<file path="config.mk">
export PLATFORM = sky130hd
export DESIGN_NAME = button_sevseg_io_flat
export DESIGN_NICKNAME = d
export VERILOG_FILES = /design/src/rtl/button_sevseg_io_if.sv /design/src/rtl/button_sevseg_io.sv /design/src/flat_wrapper.sv
export SDC_FILE = /design/constraint.sdc
export NUM_CORES = 1
export LEC_CHECK = 0
export ABC_AREA = 0
export CAP_MARGIN = 20
export CELL_PAD_IN_SITES_DETAIL_PLACEMENT = 1
export CELL_PAD_IN_SITES_GLOBAL_PLACEMENT = 1
export CORE_MARGIN = 2
export CORE_UTILIZATION = 40
export CTS_CLUSTER_DIAMETER = 40
export DETAILED_ROUTE_END_ITERATION = 12
export PLACE_DENSITY_LB_ADDON = 0.3
export SYNTH_ARGS = -nofsm -noshare
export SYNTH_HDL_FRONTEND = slang
export SYNTH_SLANG_ARGS = --single-unit
</file>
<file path="constraint.sdc">
create_clock -name clk_clk -period 2.6 [get_ports clk_clk]
set_input_delay 0.52 -clock clk_clk [delete_from_list [all_inputs] [get_ports clk_clk]]
set_output_delay 0.52 -clock clk_clk [all_outputs]
set_load 0.02 [all_outputs]
</file>
<file path="src/rtl/button_sevseg_io_if.sv">
// Avalon-MM slave bus bundle for button_sevseg_io: word address, read/write strobes, data.
// Zero wait states, so there is no waitrequest; readdata is valid one cycle after the read strobe.
interface button_sevseg_io_if;
  logic [3:0]  avs_address;
  logic        avs_read;
  logic        avs_write;
  logic [31:0] avs_writedata;
  logic [31:0] avs_readdata;

  modport master (
    output avs_address,
    output avs_read,
    output avs_write,
    output avs_writedata,
    input  avs_readdata
  );

  modport slave (
    input  avs_address,
    input  avs_read,
    input  avs_write,
    input  avs_writedata,
    output avs_readdata
  );
endinterface

</file>
<file path="src/rtl/button_sevseg_io.sv">
// Button conditioner (sync, debounce, press capture, maskable irq) plus seven-segment digit registers.
// Latency: pin to STATE/EDGE DEBOUNCE_CYCLES+2 edges, readdata/segments 1 cycle; no backpressure.
module button_sevseg_io #(
  parameter int N_BUTTONS       = 5,
  parameter int N_DIGITS        = 6,
  parameter int DEBOUNCE_CYCLES = 50000,
  parameter int BTN_ACTIVE_LOW  = 1,
  parameter int SEG_ACTIVE_LOW  = 1
) (
  input  logic                    clk_clk,
  input  logic                    reset_reset,
  button_sevseg_io_if.slave       avs,
  output logic                    irq,
  input  logic [N_BUTTONS-1:0]    button_export,
  output logic [7*N_DIGITS-1:0]   sevseg_export
);

  localparam int                   CW       = $clog2(DEBOUNCE_CYCLES);
  localparam logic [CW-1:0]        CNT_LAST = CW'(DEBOUNCE_CYCLES - 1);
  localparam logic [N_BUTTONS-1:0] BTN_IDLE = (BTN_ACTIVE_LOW != 0) ? '1 : '0;
  localparam logic [3:0]           A_STATE  = 4'd0;
  localparam logic [3:0]           A_EDGE   = 4'd1;
  localparam logic [3:0]           A_MASK   = 4'd2;
  localparam logic [3:0]           A_MODE   = 4'd3;

  logic [N_BUTTONS-1:0]  r_sync1;
  logic [N_BUTTONS-1:0]  r_sync2;
  logic [N_BUTTONS-1:0]  r_stable;
  logic [CW-1:0]         r_cnt [N_BUTTONS];
  logic [N_BUTTONS-1:0]  r_edge;
  logic [N_BUTTONS-1:0]  r_mask;
  logic [N_DIGITS-1:0]   r_mode;
  logic [7:0]            r_digit [N_DIGITS];
  logic [31:0]           r_rdata;
  logic                  r_irq;
  logic [7*N_DIGITS-1:0] r_seg;

  logic [N_BUTTONS-1:0]  w_mismatch;
  logic [N_BUTTONS-1:0]  w_accept;
  logic [N_BUTTONS-1:0]  w_press;
  logic [N_BUTTONS-1:0]  w_state;
  logic [N_BUTTONS-1:0]  w_w1c;
  logic [31:0]           w_rdata;
  logic [7*N_DIGITS-1:0] w_seg_nxt;
  logic [6:0]            w_pat;
  logic                  w_unused;

  assign w_unused      = &{1'b0, avs.avs_writedata[31:8]};
  assign irq           = r_irq;
  assign avs.avs_readdata = r_rdata;
  assign sevseg_export = r_seg;

  function automatic logic [6:0] f_font(input logic [3:0] v);
    case (v)
      4'h0: f_font = 7'h3F;
      4'h1: f_font = 7'h06;
      4'h2: f_font = 7'h5B;
      4'h3: f_font = 7'h4F;
      4'h4: f_font = 7'h66;
      4'h5: f_font = 7'h6D;
      4'h6: f_font = 7'h7D;
      4'h7: f_font = 7'h07;
      4'h8: f_font = 7'h7F;
      4'h9: f_font = 7'h6F;
      4'hA: f_font = 7'h77;
      4'hB: f_font = 7'h7C;
      4'hC: f_font = 7'h39;
      4'hD: f_font = 7'h5E;
      4'hE: f_font = 7'h79;
      default: f_font = 7'h71;
    endcase
  endfunction

  always_comb begin
    w_mismatch = '0;
    w_accept   = '0;
    w_state    = (BTN_ACTIVE_LOW != 0) ? ~r_stable : r_stable;
    for (int i = 0; i < N_BUTTONS; i++) begin
      w_mismatch[i] = (r_sync2[i] != r_stable[i]);
      w_accept[i]   = w_mismatch[i] && (r_cnt[i] == CNT_LAST);
    end
    // an accepted level that differs from the idle level is a press
    w_press = w_accept & (r_sync2 ^ BTN_IDLE);
    w_w1c   = (avs.avs_write && (avs.avs_address == A_EDGE)) ?
              avs.avs_writedata[N_BUTTONS-1:0] : '0;
  end

  always_comb begin
    w_rdata = '0;
    case (avs.avs_address)
      A_STATE: w_rdata[N_BUTTONS-1:0] = w_state;
      A_EDGE:  w_rdata[N_BUTTONS-1:0] = r_edge;
      A_MASK:  w_rdata[N_BUTTONS-1:0] = r_mask;
      A_MODE:  w_rdata[N_DIGITS-1:0]  = r_mode;
      default: begin
        for (int d = 0; d < N_DIGITS; d++) begin
          if (avs.avs_address == 4'(4 + d)) w_rdata[7:0] = r_digit[d];
        end
      end
    endcase
  end

  always_comb begin
    w_seg_nxt = '0;
    w_pat     = '0;
    for (int d = 0; d < N_DIGITS; d++) begin
      if (r_digit[d][7])  w_pat = 7'h00;
      else if (r_mode[d]) w_pat = r_digit[d][6:0];
      else                w_pat = f_font(r_digit[d][3:0]);
      w_seg_nxt[7*d +: 7] = (SEG_ACTIVE_LOW != 0) ? ~w_pat : w_pat;
    end
  end

  always_ff @(posedge clk_clk) begin
    if (reset_reset) begin
      r_sync1  <= BTN_IDLE;
      r_sync2  <= BTN_IDLE;
      r_stable <= BTN_IDLE;
      r_edge   <= '0;
      for (int i = 0; i < N_BUTTONS; i++) r_cnt[i] <= '0;
    end else begin
      r_sync1 <= button_export;
      r_sync2 <= r_sync1;
      for (int i = 0; i < N_BUTTONS; i++) begin
        if (w_accept[i]) begin
          r_stable[i] <= r_sync2[i];
          r_cnt[i]    <= '0;
        end else if (w_mismatch[i]) begin
          r_cnt[i] <= r_cnt[i] + CW'(1);
        end else begin
          r_cnt[i] <= '0;
        end
      end
      // a new press in the same cycle as its W1C keeps the bit set
      r_edge <= (r_edge & ~w_w1c) | w_press;
    end
  end

  always_ff @(posedge clk_clk) begin
    if (reset_reset) begin
      r_mask  <= '0;
      r_mode  <= '0;
      r_rdata <= '0;
      r_irq   <= 1'b0;
      r_seg   <= (SEG_ACTIVE_LOW != 0) ? '1 : '0;
      for (int d = 0; d < N_DIGITS; d++) r_digit[d] <= 8'h80;
    end else begin
      r_irq <= |(r_edge & r_mask);
      r_seg <= w_seg_nxt;
      if (avs.avs_read) r_rdata <= w_rdata;
      if (avs.avs_write) begin
        if (avs.avs_address == A_MASK) r_mask <= avs.avs_writedata[N_BUTTONS-1:0];
        if (avs.avs_address == A_MODE) r_mode <= avs.avs_writedata[N_DIGITS-1:0];
        for (int d = 0; d < N_DIGITS; d++) begin
          if (avs.avs_address == 4'(4 + d)) r_digit[d] <= avs.avs_writedata[7:0];
        end
      end
    end
  end

endmodule

</file>
<file path="src/flat_wrapper.sv">
// flat-port wrapper written by rule: the top's interface ports become plain ports
module button_sevseg_io_flat 
#(
  parameter int N_BUTTONS       = 5,
  parameter int N_DIGITS        = 6,
  parameter int DEBOUNCE_CYCLES = 50000,
  parameter int BTN_ACTIVE_LOW  = 1,
  parameter int SEG_ACTIVE_LOW  = 1
)
  (clk_clk, reset_reset, irq, button_export, sevseg_export, avs_avs_address, avs_avs_read, avs_avs_write, avs_avs_writedata, avs_avs_readdata);
  button_sevseg_io_if avs_i ();
  input  logic clk_clk;
  input  logic reset_reset;
  output logic irq;
  input  logic [N_BUTTONS-1:0] button_export;
  output logic [7*N_DIGITS-1:0] sevseg_export;
  input wire logic [$bits(avs_i.avs_address)-1:0] avs_avs_address;
  input wire logic [$bits(avs_i.avs_read)-1:0] avs_avs_read;
  input wire logic [$bits(avs_i.avs_write)-1:0] avs_avs_write;
  input wire logic [$bits(avs_i.avs_writedata)-1:0] avs_avs_writedata;
  output wire logic [$bits(avs_i.avs_readdata)-1:0] avs_avs_readdata;
  assign avs_i.avs_address = avs_avs_address;
  assign avs_i.avs_read = avs_avs_read;
  assign avs_i.avs_write = avs_avs_write;
  assign avs_i.avs_writedata = avs_avs_writedata;
  assign avs_avs_readdata = avs_i.avs_readdata;
  button_sevseg_io #(.N_BUTTONS(N_BUTTONS), .N_DIGITS(N_DIGITS), .DEBOUNCE_CYCLES(DEBOUNCE_CYCLES), .BTN_ACTIVE_LOW(BTN_ACTIVE_LOW), .SEG_ACTIVE_LOW(SEG_ACTIVE_LOW)) u_core (.clk_clk(clk_clk), .reset_reset(reset_reset), .avs(avs_i), .irq(irq), .button_export(button_export), .sevseg_export(sevseg_export));
endmodule
</file>
==> flow_metrics.py, run 1 <==
metrics = {
    "worst_setup_path": {
        "critPathMaxStageDelay_ps": 550,
        "regToRegSetupSlack_ps": 310,
        "end_kind": "flip-flop",
        "cp_common_cell": "or4b_1",
        "crit_chain": "or4b_1 > or4_4 > or4b_1 > a21oi_1",
        "crit_fanout": 6,
        "cpMaxStageDelayCell": "or4_4",
        "arrival_ps": 2730,
        "crit_buf_inv": 0,
        "required_ps": 3040,
        "path_delay_family": "simple AND/OR/NAND/NOR gates",
        "crit_path_start_kind": "flip-flop",
        "crit_type": "reg2reg",
    },
    "route": {
        "vias": 8736,
        "drc": 0,
        "drtAntennaViolNets": 0,
        "first_iter_violations": 535,
        "wl_per_cell_um": 16.5,
        "firstDrtPassIters": 5,
        "drt_wl_total_um": 27900,
        "via_per_inst": 5.17,
    },
    "die": {
        "rows": 61,
        "pin_count": 120,
        "die_w_um": 171,
        "start_util": 0.404,
        "fp.coreArea_um2": 27600,
        "dieArea_um2": 29200,
        "die_h_um": 171,
    },
    "clock_tree": {
        "clk_pin_slew_ps": 50,
        "cts_root_buf": "clkbuf_16",
        "htree_levels": 2,
        "cts_inserted_buffers": 35,
        "cts_hold_buf": 0,
        "cts_setup_buffers": 0,
        "cts_tree": "done",
        "cts.sinks": 210,
        "cts_resized": 0,
        "insertion_delay_ps": 510,
        "cts.path.max_buffers": 3,
    },
    "logic_synthesis": {
        "yosysUniqueCellTypes": 57,
        "syn_area_per_cell_um2": 9.99,
        "syn_inst": 1116,
        "synth_ff_type": "edfxtp_1",
        "ys_async_sr_fraction": 0,
        "ys_seq_area_frac": 0.492,
        "netlist.area_leader.share": 0.345,
        "synth.ff_latch_count": 210,
        "synthesis.area_um2": 11200,
        "synthTopCellsByArea": "edfxtp_1, dfxtp_1, ha_1",
        "ys.warnings.count": 0,
        "yosysTopAreaCell": "edfxtp_1",
        "synth_edf_count": 128,
    },
    "pwr": {
        "p_total_w": 0.00909,
        "leakage_nw": 5.13,
        "ir_drop_uv": 289,
        "power_density_nw_per_um2": 662,
    },
    "sta": {
        "worstMarginPinSlew_ps": 624,
        "finalHoldViolCount": 0,
        "setup_viol": 0,
        "rsz0062_at_grt": "no",
        "slew_headroom": 0.583,
        "fmaxAchievable_mhz": 436,
        "skew_ps": 24.8,
        "period_share": 0.881,
        "slew_violations": 0,
        "period_minus_slack_ps": 2290,
        "setup_tns_ps": 0,
    },
    "grt": {
        "grt_pass1_vias": 8779,
        "overflow": 0,
        "grt_pass1_wl_um": 45500,
        "grt_usage": 0.195,
        "grt_max_degree": 22,
        "antenna_found_initial": 0,
    },
    "min_path": {
        "hold_path.class": "reg2reg",
    },
    "run_status": {
        "status": "finished, final reports clean",
    },
    "layout": {
        "fill_cells": 3126,
        "area_growth_syn_to_layout_pct": 23.1,
        "fin_nets": 1372,
        "antennaDiodeCount": 0,
        "final_cell_mix": "edfxtp_1, nor2_1, conb_1, dfxtp_1, nand2_1",
        "final_common_cell": "edfxtp_1",
        "post_route_cells_drive_above_1_share": 0.0923,
    },
    "placement": {
        "io_buffer_count": 71,
        "detailed_place_hpwl_um": 19700,
        "gp_congestion": 0.817,
    },
    "run": {
        "drv_cap": 0,
    },
}
-- sequential cells by signal, indices dropped and copies added, names as in the netlist --
signal	cells
u_core.r_cnt	80
u_core.r_digit	48
u_core.sevseg_export	42
u_core.avs.avs_readdata	8
u_core.r_mode	6
u_core.r_edge	5
u_core.r_mask	5
u_core.r_stable	5
u_core.r_sync1	5
u_core.r_sync2	5
u_core.irq	1
-- layer usage --
layer,share of wire,vias up,track usage
li1,-,4258,-
met1,0.45,4252,0.255
met3,0.045,52,0.0356
met5,0,-,0
met4,0.026,0,0.0608
met2,0.48,174,0.326
-- cells in the mapped netlist, types with 3 or more instances --
master	number
buf_1	5
nor4bb_1	4
o31ai_1	4
dfxtp_1	82
or2_2	14
mux2_2	3
a21boi_0	3
nor3_1	31
o221ai_1	12
nor4b_1	4
nor3b_1	7
o21ai_0	55
a221oi_1	5
nor2_1	120
o211a_1	3
nor2b_1	18
and2_1	34
xnor2_1	55
edfxtp_1	128
nand2b_1	23
ha_1	41
and3_1	20
a311oi_1	5
nand2_1	70
buf_4	25
mux4_2	6
o311ai_0	4
o211ai_1	3
nand4_1	26
a211oi_1	21
mux2i_1	29
or3_1	6
nor4_1	41
and4_1	3
inv_1	48
or4_1	3
a21oi_1	34
nand3_1	34
clkbuf_1	41
xor2_1	19
-- worst paths after layout --
| check | from | to | cells after the start |
|---|---|---|---|
| min | u_core.r_sync1[3]$_SDFF_PP1_ | u_core.r_sync2[3]$_SDFF_PP1_ | 1 |
| max reg2reg | u_core.r_cnt[1][4]$_SDFFCE_PP0P_ | u_core.r_edge[1]$_SDFF_PP0_ | 4 |
| max | u_core.r_cnt[1][4]$_SDFFCE_PP0P_ | u_core.r_edge[1]$_SDFF_PP0_ | 4 |
| min reg2reg | u_core.r_sync1[3]$_SDFF_PP1_ | u_core.r_sync2[3]$_SDFF_PP1_ | 1 |
-- kinds of logic (layout without fill, tap and decap cells) --
family | count (synthesis) | after routing | synth area share
and+or+nand+nor | 470 | 470 | 0.221
AOI/OAI and AO/OA | 159 | 159 | 0.0912
xor gates and xnor gates | 74 | 74 | 0.0581
DFF | 210 | 210 | 0.492
muxes | 38 | 38 | 0.0412
buffers and inverters | 122 | 215 | 0.0498
other | 2 | 104 | 0.000674
adders and majority gates | 41 | 41 | 0.0460
-- where the power goes --
| group | switching [W] | leakage, nW | internal (W) | total (W) |
|---|---|---|---|---|
| clock network | 0.00167 | 0.545 | 0.00274 | 0.00441 |
| registers | 0.000176 | 1.96 | 0.00370 | 0.00387 |
| logic | 0.000465 | 2.62 | 0.000341 | 0.000806 |
-- final cells by class --
cell class,count,area [um2],area share
repair buffers,105,981,0.0715
inverters,48,180,0.0131
clock buffers,41,908,0.0662
multi-input cells,886,5490,0.400
clock inverters,21,205,0.0149
well taps,378,473,0.0345
flip-flops and latches,210,5490,0.400
-- stage by stage --
stage	hold WS [ps]	cells	instance area [um2]	util	setup WS, ps
CTS	417	1689	13700	0.497	293
detailed placement	397	1627	12600	0.456	255
global placement	395	1627	12600	0.456	333
floorplan	389	1218	11500	-	104
global route	424	1689	13700	0.497	198
finish	414	1689	13700	0.497	308
No activity file was read; power rests on OpenSTA's default activity.
==> inputs of run 2 (changes only) <==
--- a/config.mk
+++ b/config.mk
@@ -6,7 +6,6 @@
 export NUM_CORES = 1
 export LEC_CHECK = 0
 export ABC_AREA = 0
-export CAP_MARGIN = 20
 export CELL_PAD_IN_SITES_DETAIL_PLACEMENT = 1
 export CELL_PAD_IN_SITES_GLOBAL_PLACEMENT = 1
 export CORE_MARGIN = 2
==> constraint.sdc (replaced) <==
create_clock -name clk_clk -period 1.9 [get_ports clk_clk]
set_input_delay 0.38 -clock clk_clk [delete_from_list [all_inputs] [get_ports clk_clk]]
set_output_delay 0.38 -clock clk_clk [all_outputs]
set_load 0.02 [all_outputs]
==> run 2 against run 1 <==
Effect of this change:
- the flow now finishes with violations (setup timing)
- worst hold slack worse by 61 ps
- combinational power up 64%
- final cell count up 6.3%
- routed wire length up 9.3%
- sequential share of layout area down 3.2 points
- setup slack worse by 470 ps
- critical path depth unchanged
- fmax up 11%
- clock skew down 11 ps
- count of clock-buffer cells in the layout up 7
- via count up 5.8%
- highest routed layer unchanged
==> flow_metrics.py, run 2 (synthesis gave the netlist of run 1 again) <==
metrics = {
    "run_status": {
        "status": "complete, but fails checks",
        "violations": "setup timing",
    },
    "worst_setup_path": {
        "end_kind": "flip-flop",
        "crit_fanout": 4,
        "worstSetupStartpoint": "u_core.r_cnt[1][13]$_SDFFCE_PP0P_",
        "required_ps": 2350,
        "crit_type": "reg2reg",
        "regToRegSetupSlack_ps": -160,
        "r2r_end": "u_core.r_edge[1]$_SDFF_PP0_",
        "rr_worst_depth": 4,
        "r2r-start": "u_core.r_cnt[1][13]$_SDFFCE_PP0P_",
        "crit_path_start_kind": "flip-flop",
        "arrival_ps": 2510,
    },
    "sta": {
        "slew_headroom": 0.589,
        "slew_violations": 0,
        "holdWs_ps": 353,
        "worstMarginPinSlew_ps": 616,
        "fmaxAchievable_mhz": 486,
        "rsz0062_at_grt": "yes",
        "period_share": 1.08,
        "setup_viol": 33,
        "skew_ps": 14.2,
        "finalHoldViolCount": 0,
        "period_minus_slack_ps": 2060,
        "setup_ws_ps": -159,
    },
    "placement": {
        "pre_cts_slack_ps": -259,
        "detailed_place_hpwl_um": 21500,
        "dp.cells": 1712,
        "io_buffer_count": 71,
        "gp_congestion": 0.854,
    },
    "route": {
        "drt_wl_total_um": 30500,
        "first_iter_violations": 536,
        "drc": 0,
        "vias": 9240,
        "firstDrtPassIters": 5,
        "via_per_inst": 5.14,
        "drtAntennaViolNets": 0,
        "wl_per_cell_um": 17.0,
    },
    "pwr": {
        "ir_drop_uv": 685,
        "leakage_nw": 5.84,
        "power_density_nw_per_um2": 898,
    },
    "grt": {
        "grt_max_degree": 62,
        "grt_pass1_wl_um": 49300,
        "overflow": 0,
        "grt_pass1_vias": 9610,
        "grt_usage": 0.212,
        "antenna_found_initial": 0,
    },
    "die": {
        "rows": 61,
        "pin_count": 120,
        "start_util": 0.404,
        "die_h_um": 171,
        "fp.coreArea_um2": 27600,
        "die_w_um": 171,
        "dieArea_um2": 29200,
    },
    "layout": {
        "final_cells": 1796,
        "antennaDiodeCount": 0,
        "post_route_cells_drive_above_1_share": 0.182,
        "largest_register_ff_count": 80,
        "area_growth_syn_to_layout_pct": 33.9,
        "fin_nets": 1472,
        "regMostFlops": "u_core.r_cnt",
        "fill_cells": 3091,
        "final_cell_mix": "edfxtp_1, buf_4, nor2_1, conb_1, dfxtp_1",
        "fin_util": 0.540,
        "final_common_cell": "edfxtp_1",
    },
    "min_path": {
        "hold_path.class": "in2reg",
        "min_path_cells": 3,
        "holdPathEnd": "u_core.r_sync2[0]$_SDFF_PP1_",
        "hold_start": "reset_reset",
    },
    "clock_tree": {
        "cts_root_buf": "clkbuf_16",
        "cts.sinks": 210,
        "insertion_delay_ps": 520,
        "cts.path.max_buffers": 3,
        "htree_levels": 2,
        "cts_inserted_buffers": 40,
        "cts_tree": "done",
        "clk_pin_slew_ps": 50,
    },
    "run": {
        "drv_cap": 0,
    },
}
run 2: worst max path at each step:
stage | endpoint | slack, ps | depth (start not counted)
finish | u_core.r_edge[1]$_SDFF_PP0_ | -160 | 4
global route | u_core.r_cnt[1][2]$_SDFFCE_PP0P_ | -220 | 5
CTS | u_core.r_edge[1]$_SDFF_PP0_ | -170 | 4
detailed placement | u_core.r_mode[0]$_SDFFE_PP0P_ | -260 | 7
global placement | u_core.avs.avs_readdata[0]$_SDFFE_PP0P_ | -220 | 7
floorplan | u_core.r_cnt[1][8]$_SDFFCE_PP0P_ | -140 | 5
run 2: worst max-delay path: stages (launching register included):
cell      delay (ps)
edfxtp_1         370
or4b_1           520
or4_4            460
or4b_1           520
a21oi_1          130
run 2: report_power, final:
part           internal (W)  switching, W  leakage (nW)  total, W
clock network       0.00438       0.00244         0.661   0.00682
logic              0.000578      0.000740          3.22   0.00132
registers           0.00506      0.000198          1.96   0.00526
total                0.0100       0.00338          5.84    0.0134
run 2: what timing repair did:
item / in CTS / in global routing
cloned: 1 / 0
setup buffers: 2 / 8
pin swaps: 9 / 4
resized for setup: 24 / 15
setup endpoints to repair: 34 / 72
hold buffers: 0 / 0
run 2: metal layers:
metal	up-vias	wire length (um)	track usage
li1	4459	-	-
met1	4509	13100	0.258
met2	200	15300	0.374
met3	72	1250	0.0368
met4	0	844	0.0770
met5	-	0	0
run 2: cell type report:
cell class / count / area (um2) / share of cell area
Sequential cell: 210 / 5490 / 0.367
Clock buffer: 48 / 1080 / 0.0726
Inverter: 48 / 180 / 0.0121
Clock inverter: 26 / 239 / 0.0160
Multi-Input combinational cell: 886 / 5700 / 0.381
Tap cell: 378 / 473 / 0.0317
Timing Repair Buffer: 200 / 1770 / 0.119
run 2: stage by stage:
step | TNS, ps | total power (W) | area [um2]
finish | -3130 | 0.0134 | 14900
global route | -5550 | 0.0139 | 14900
CTS | -3250 | 0.0135 | 14800
detailed placement | -19010 | 0.00662 | 13400
global placement | -15210 | 0.00657 | 13400
floorplan | -2320 | 0.00606 | 11600
